`src/rtl/int8_to_int32_expander.sv`:
```
// Streaming int8 -> int32 dequantizer: holds one packed beat of LANES int8 values
// and emits them lane 0 first, sign-extended and shifted by a power-of-two scale.
module int8_to_int32_expander #(
  parameter int LANES = 4
) (
  input  logic                     clk,
  input  logic                     rst,
  input  logic                     in_valid,
  output logic                     in_ready,
  input  logic [8*LANES-1:0]       in_data,
  input  logic [31:0]              in_scale,
  output logic                     out_valid,
  input  logic                     out_ready,
  output logic [31:0]              out_data,
  output logic [$clog2(LANES)-1:0] out_lane,
  output logic                     out_last
);

  localparam int LW = $clog2(LANES);

  typedef enum logic {
    ST_IDLE = 1'b0,
    ST_BUSY = 1'b1
  } state_t;

  state_t             r_state;
  logic [8*LANES-1:0] r_word;
  logic [4:0]         r_sh;
  logic [LW-1:0]      r_lane;

  logic [4:0]  w_sh;
  logic        w_busy;
  logic        w_last_lane;
  logic        w_out_hs;
  logic        w_accept;
  logic [7:0]  w_lane_byte;
  logic [31:0] w_lane_ext;

  // Highest decoded scale bit wins; every other scale bit is ignored.
  always_comb begin
    w_sh = 5'd0;
    if (in_scale[16])     w_sh = 5'd16;
    else if (in_scale[8]) w_sh = 5'd8;
    else if (in_scale[4]) w_sh = 5'd4;
    else if (in_scale[2]) w_sh = 5'd2;
    else if (in_scale[1]) w_sh = 5'd1;
  end

  assign w_busy      = (r_state == ST_BUSY);
  assign w_last_lane = (r_lane == LW'(LANES - 1));
  assign w_out_hs    = w_busy && out_ready;
  assign w_accept    = in_valid && in_ready;

  // A new beat is only taken while BUSY when the last lane leaves the same cycle.
  assign in_ready = !rst && (!w_busy || (out_ready && w_last_lane));

  assign w_lane_byte = r_word[8*r_lane +: 8];
  assign w_lane_ext  = {{24{w_lane_byte[7]}}, w_lane_byte};

  assign out_valid = w_busy;
  assign out_data  = w_busy ? (w_lane_ext << r_sh) : 32'd0;
  assign out_lane  = w_busy ? r_lane : '0;
  assign out_last  = w_busy && w_last_lane;

  always_ff @(posedge clk) begin
    if (rst) begin
      r_state <= ST_IDLE;
      r_word  <= '0;
      r_sh    <= 5'd0;
      r_lane  <= '0;
    end else begin
      case (r_state)
        ST_IDLE: begin
          if (w_accept) begin
            r_word  <= in_data;
            r_sh    <= w_sh;
            r_lane  <= '0;
            r_state <= ST_BUSY;
          end
        end
        ST_BUSY: begin
          if (w_out_hs) begin
            if (!w_last_lane) begin
              r_lane <= r_lane + LW'(1);
            end else if (w_accept) begin
              r_word <= in_data;
              r_sh   <= w_sh;
              r_lane <= '0;
            end else begin
              r_lane  <= '0;
              r_state <= ST_IDLE;
            end
          end
        end
        default: r_state <= ST_IDLE;
      endcase
    end
  end

endmodule

```
`config.mk`:
```
export PLATFORM = sky130hd
export DESIGN_NAME = int8_to_int32_expander
export DESIGN_NICKNAME = d
export VERILOG_FILES = /design/src/rtl/int8_to_int32_expander.sv
export SDC_FILE = /design/constraint.sdc
export NUM_CORES = 1
export LEC_CHECK = 0
export ABC_AREA = 1
export CORE_MARGIN = 2
export CORE_UTILIZATION = 40
export CTS_CLUSTER_DIAMETER = 50
export DETAILED_ROUTE_END_ITERATION = 8
export PLACE_DENSITY_LB_ADDON = 0.12
export SYNTH_ARGS = -nofsm -noshare
export SYNTH_HDL_FRONTEND = slang
export SYNTH_SLANG_ARGS = --single-unit
```
`constraint.sdc`:
```
create_clock -name clk -period 1.87 [get_ports clk]
set_input_delay 0.561 -clock clk [delete_from_list [all_inputs] [get_ports clk]]
set_output_delay 0.561 -clock clk [all_outputs]
set_load 0.05 [all_outputs]
```
==> flow_summary.toml, run 1 <==
[layout]
fin_cells = 593
antenna_cells = 0
seqCellArea_um2 = 812
area_growth_pct = 81.7
drive_gt1_frac = 0.517
fillers = 515
nNetsFinal = 582
multi_input_area_um2 = 2420

[detailed_routing]
wire_per_inst_um = 14.3
drt_first_pass_iters = 4
drt-total-wl_um = 8470
ant_nets = 0
drt_iter0_drc = 106
drc_errors = 0
viasPerCell = 5.16
vias = 3062

[cts]
clkTransAtPathRegs_ns = 0.07
clk_path_buf_depth = 2
cts.sinks = 40
worstSkewPairLatency_ns = 0.30
h-tree-depth = 2
cts_tree = "yes"
holdBufCountCts = 0
cts_buffers = 5
ctsRootBufferMaster = "clkbuf_8"

[floorplan]
start_util = 0.406
coreArea_um2 = 6680
rows = 30
io_pins = 105
die_area_um2 = 7460
die_h_um = 86.4
die_width_um = 86.4

[sta]
fin_crit_ns = 2.51
timing.hold.ws_ns = 0.467
fmax_mhz = 398
fin_ws_ns = -0.643
min_period_over_period = 1.34
hold_viol = 0
finalSetupViolations = 34
finalClockSkew_ns = 0.0101
tightestPinTransition_ns = 0.417
maxSlewViolCount = 0
slew_headroom = 0.722
rsz0062_at_grt = "true"

[critical_path]
start_kind = "register"
r2r_slack_ns = 0.08
worst_ep_arrival_time_ns = 1.95
critical_path_required_ns = 1.31
cp_max_fo = 7
crit_type = "register to output port"
r2r-start = "r_lane[0]$_SDFFE_PP0P_"
r2r_end = "r_sh[0]$_SDFFE_PP0P_"
rr_worst_depth = 10
endpoint_kind = "output port"

[hold_path]
holdPathStages = 2
hold_path.class = "register to register"
min_to = "r_word[0]$_SDFFE_PP0P_"
hp-start = "r_word[0]$_SDFFE_PP0P_"

[logic_synthesis]
syn_avg_cell_area_um2 = 6.60
synthDistinctLibCells = 28
ys_ff_latch = 40
synth_nets = 480
synth_top_area_share = 0.295
ys_seq_area_frac = 0.295
synthCells = 411
yosys.area.top_type = "dfxtp_1"
syn_area_um2 = 2710
netlist_top_cells_area = "dfxtp_1 (30%), nand2_1 (20%), nand3_2 (11%)"
yosysWarnings = 0

[global_route]
grt.overflow.total = 0
grt_usage = 0.230
grt_pass1_vias = 2964
antenna_found_initial = 0
grt_max_degree = 41
grt_pass1_wl_um = 13900

[outcome]
status = "finished, violations left"
violations = "setup timing"

[placement]
globalplace.congestion = 0.853
dp_hpwl_um = 5900
dp.cells = 581
io_buffers = 77

[job]
maxCapViolCount = 0

[pwr]
ir_drop_uv = 515
power_density_nw_per_um2 = 539
leakage_uw = 0.00196
-- synth_stat cells, drive strengths merged --
library cell and number:
a211oi 3, o21ai 5, nor3 2, clkinv 1
nor2 20, nor4 1, inv 19, nand4 3
buf 21, o31ai 2, a21oi 53, and2 1
nand3 71, or2 1, ha 1, clkbuf 6
dfxtp 40, nand2 161
-- how the worst max path moves through the flow --
stage	startpoint	slack (ns)	cells after the start	end
after floorplan	r_lane[0]$_SDFFE_PP0P_	-0.26	8	out_data[24]
after global placement	r_lane[0]$_SDFFE_PP0P_	-0.37	9	out_data[27]
after detailed placement	r_lane[0]$_SDFFE_PP0P_	-0.39	9	out_data[26]
after CTS	r_lane[0]$_SDFFE_PP0P_	-0.59	9	out_data[27]
after global routing	r_lane[0]$_SDFFE_PP0P_	-0.75	13	out_data[5]
final	r_lane[0]$_SDFFE_PP0P_	-0.64	13	out_data[5]
-- worst max-delay path: stages, from the launching register on --
cell and delay, ns:
dfxtp_4 0.45, buf_12 0.17, nand2_4 0.06, nand3_4 0.09, nand3_4 0.09, nand2_2 0.06
nand2_1 0.05, inv_2 0.10, nand2_2 0.07, nand2_2 0.08, nand2_2 0.06, buf_4 0.14
nor2_4 0.10, buf_8 0.15
-- power breakdown --
group | internal, uW | leakage (uW) | switching (uW)
logic | 401 | 0.00157 | 556
clock network | 472 | 0.0000624 | 300
registers | 886 | 0.000328 | 43.3
-- metrics by stage --
stage | total power (uW) | TNS (ns) | utilization | instance area (um2) | worst slack, ns
floorplan | 1480 | -5.31 | - | 3100 | -0.257
global placement | 1730 | -15.02 | 0.614 | 4110 | -0.366
detailed placement | 1740 | -16.77 | 0.614 | 4110 | -0.393
CTS | 2610 | -18.08 | 0.705 | 4710 | -0.588
global route | 2780 | -21.92 | 0.738 | 4930 | -0.746
finish | 2660 | -18.95 | 0.738 | 4930 | -0.643
-- final cells by class --
type,instances,share of cell area
clock buffers,6,0.0190
clock inverters,1,0.00609
inverters,20,0.0213
multi-input cells,324,0.492
flip-flops and latches,40,0.165
well taps,80,0.0203
repair buffers,122,0.277
-- flip-flops by register name, summed over array words and instances, names as in the netlist --
signal and cells:
r_word 32, r_sh 5, r_lane 2, out_valid 1
-- kinds of logic (layout without fill, tap and decap cells) --
logic type,after synthesis,in the layout,share of synthesized area
AOI/OAI and AO/OA,63,63,0.131
adders and majority gates,1,1,0.00461
buffers and inverters,47,149,0.0987
DFF,40,40,0.295
and+or+nand+nor,260,260,0.471
-- repair_timing --
action                                  4_1_cts  5_1_grt
cloned                                        1        1
buffers inserted                              3        0
endpoints found under the setup margin       34       74
resized for setup                           107       44
pin swaps                                    44       17
-- metal layers --
layer / vias up / routed length [um] / share of wire / track usage
li1: 1553 / - / - / -
met1: 1448 / 3770 / 0.44 / 0.296
met2: 56 / 4390 / 0.52 / 0.407
met3: 5 / 251 / 0.030 / 0.0343
met4: 0 / 55 / 0.0065 / 0.0455
met5: - / 0 / 0 / 0
-- cell usage in the layout, fill, tap and decap left out, drive strengths merged --
master | Yosys | routed
a211oi | 3 | 3
a21oi | 53 | 53
and2 | 1 | 1
buf | 21 | 81
bufinv | 0 | 1
clkbuf | 6 | 7
clkdlybuf4s50 | 0 | 40
clkinv | 1 | 1
clkinvlp | 0 | 2
dfxtp | 40 | 40
ha | 1 | 1
inv | 19 | 17
nand2 | 161 | 161
nand3 | 71 | 71
nand4 | 3 | 3
nor2 | 20 | 20
nor3 | 2 | 2
nor4 | 1 | 1
o21ai | 5 | 5
o31ai | 2 | 2
or2 | 1 | 1
(Power assumes the default switching activity.)
==> run 2: changes to the inputs <==
PLACE_DENSITY_LB_ADDON = 0.05   (was 0.12)
==> run 2 against run 1 <==
Against the previous run: total power fell by 1.7%; the flow still finishes with violations (setup timing); count of clock-buffer cells in the layout up 2; critical endpoint is now out_data[28]; utilization rose by 0.26 points; largest power group unchanged; register-to-register slack got worse by 0.04 ns; worst hold slack improved by 0.0022 ns; non-clock buffer count rose by 4; setup slack better by 0.012 ns.
==> flow_summary.toml, run 2 (synthesis results as in run 1) <==
[outcome]
status = "finished, violations left"
violations = "setup timing"

[critical_path]
start_kind = "register"
cp-startpoint = "r_lane[0]$_SDFFE_PP0P_"
path_depth = 12
cp_max_fo = 5
slowest_stage = "dfxtp_4"
crit_path_cell_trace = "clkbuf_16, nand2_2, nand3_2, nand3_2, nand2_2, nand2_2, nand2_1, nand2_1, nand3_1, nand2_2, a21oi_4, buf_6"
crit_type = "register to output port"
max_stage_delay_ns = 0.45
r2r-start = "r_lane[0]$_SDFFE_PP0P_"
endpoint_kind = "output port"
crit_top_cell = "nand2_2"
cp_top_family = "simple AND/OR/NAND/NOR gates"
critical_path_required_ns = 1.31
worst_ep_arrival_time_ns = 1.94
cp_num_buf_inv = 2
r2r_slack_ns = 0.04
rr_worst_depth = 11

[layout]
top_register = "r_word"
seqCellArea_um2 = 812
top_regs = "r_word: 32 flops, r_sh: 5 flops, r_lane: 2 flops"
area_growth_pct = 82.4
fillers = 495
multi_input_area_um2 = 2350
fin_cells = 598
largest_reg_flops = 32
final_common_cell = "nand2_1"
antenna_cells = 0
stdcell_area_um2 = 4950
mostFrequentLayoutCells = "nand2_1 (103), nand2_2 (49), nand3_2 (47)"
drive_gt1_frac = 0.521
nNetsFinal = 586

[hold_path]
holdPathStages = 2
hold_path.class = "register to register"
hp-start = "r_word[9]$_SDFFE_PP0P_"

[floorplan]
die_h_um = 86.4
coreArea_um2 = 6680
die_width_um = 86.4
io_pins = 105
rows = 30
start_util = 0.406
die_area_um2 = 7460

[sta]
fin_ws_ns = -0.631
maxSlewViolCount = 0
fin_crit_ns = 2.50
min_period_over_period = 1.34
hold_viol = 0
finalSetupTns_ns = -18.79
slew_headroom = 0.707
timing.hold.ws_ns = 0.469
finalSetupViolations = 34
fmax_mhz = 400
tightestPinTransition_ns = 0.439
finalClockSkew_ns = 0.00590
rsz0062_at_grt = "true"

[detailed_routing]
wire_per_inst_um = 14.4
ant_nets = 0
viasPerCell = 5.20
drt_first_pass_iters = 5
drt_iter0_drc = 121
drt-total-wl_um = 8630
vias = 3109
drc_errors = 0

[pwr]
comb_power_share = 0.375
p_sw_frac = 0.341
p_seq_frac = 0.353
power_density_nw_per_um2 = 528
switchingPower_uw = 892
pwr-share-clk = 0.272
ir_drop_uv = 516
leakage_uw = 0.00193
p_int_uw = 1720

[cts]
worstSkewPairLatency_ns = 0.29
cts_tree = "yes"
clkTransAtPathRegs_ns = 0.08
holdBufCountCts = 0
cts_buffers = 5
clk_path_buf_depth = 2
cts.sinks = 40
ctsRootBufferMaster = "clkbuf_8"
h-tree-depth = 2

[placement]
dp.cells = 578
dp_hpwl_um = 5820
io_buffers = 77
post-place-ws_ns = -0.409
globalplace.congestion = 0.870
dpl-instance-area_um2 = 4120

[global_route]
grt_usage = 0.215
grt_max_degree = 41
grt_pass1_wl_um = 13000
antenna_found_initial = 0
grt_pass1_vias = 2786
grt.overflow.total = 0

[job]
maxCapViolCount = 0
[run 2: cell types whose count changed in the layout (fill, tap and decap cells not counted), sizes merged]
cell    previous run  this run
clkbuf             7        11
buf               81        83
bufinv             1         0
[run 2: worst paths after layout]
path | to
worst max-delay path | out_data[28]
worst min register to register | r_word[9]$_SDFFE_PP0P_
worst max register to register | r_word[25]$_SDFFE_PP0P_
worst min-delay path | r_word[9]$_SDFFE_PP0P_
[run 2: worst min-delay path, cell delays in order, from the launching register on]
cell and delay (ns):
dfxtp_1 0.31, nand2_1 0.06, a21oi_1 0.05
[run 2: power by group through the flow]
stage | combinational (uW) | clock, uW | sequential, uW
after global routing | 1040 | 761 | 926
after CTS | 890 | 731 | 918
after detailed placement | 822 | 0 | 936
after global placement | 813 | 0 | 935
after floorplan | 543 | 0 | 933
final | 981 | 712 | 922
[run 2: cell type report]
type                            instances  area share
Timing Repair Buffer                  126       0.294
Clock buffer                            8      0.0245
Sequential cell                        40       0.164
Multi-Input combinational cell        324       0.476
Tap cell                               80      0.0202
Inverter                               20      0.0212
[run 2: timing repair]
action / in CTS / in global routing
pin swaps: 9 / 29
setup endpoints to repair: 53 / 68
setup buffers: 4 / 4
gates resized for setup: 67 / 73
cloned: 1 / 4
[run 2: metrics by stage]
step | util | power, uW
after detailed placement | 0.617 | 1760
after global routing | 0.740 | 2730
after global placement | 0.617 | 1750
after floorplan | - | 1480
final | 0.740 | 2610
after CTS | 0.682 | 2540
[run 2: layer usage]
metal / track usage / routed length (um) / vias up
li1: - / - / 1554
met1: 0.276 / 3590 / 1476
met2: 0.376 / 4650 / 71
met3: 0.0238 / 261 / 8
met4: 0.0653 / 131 / 0
met5: 0 / 0 / -
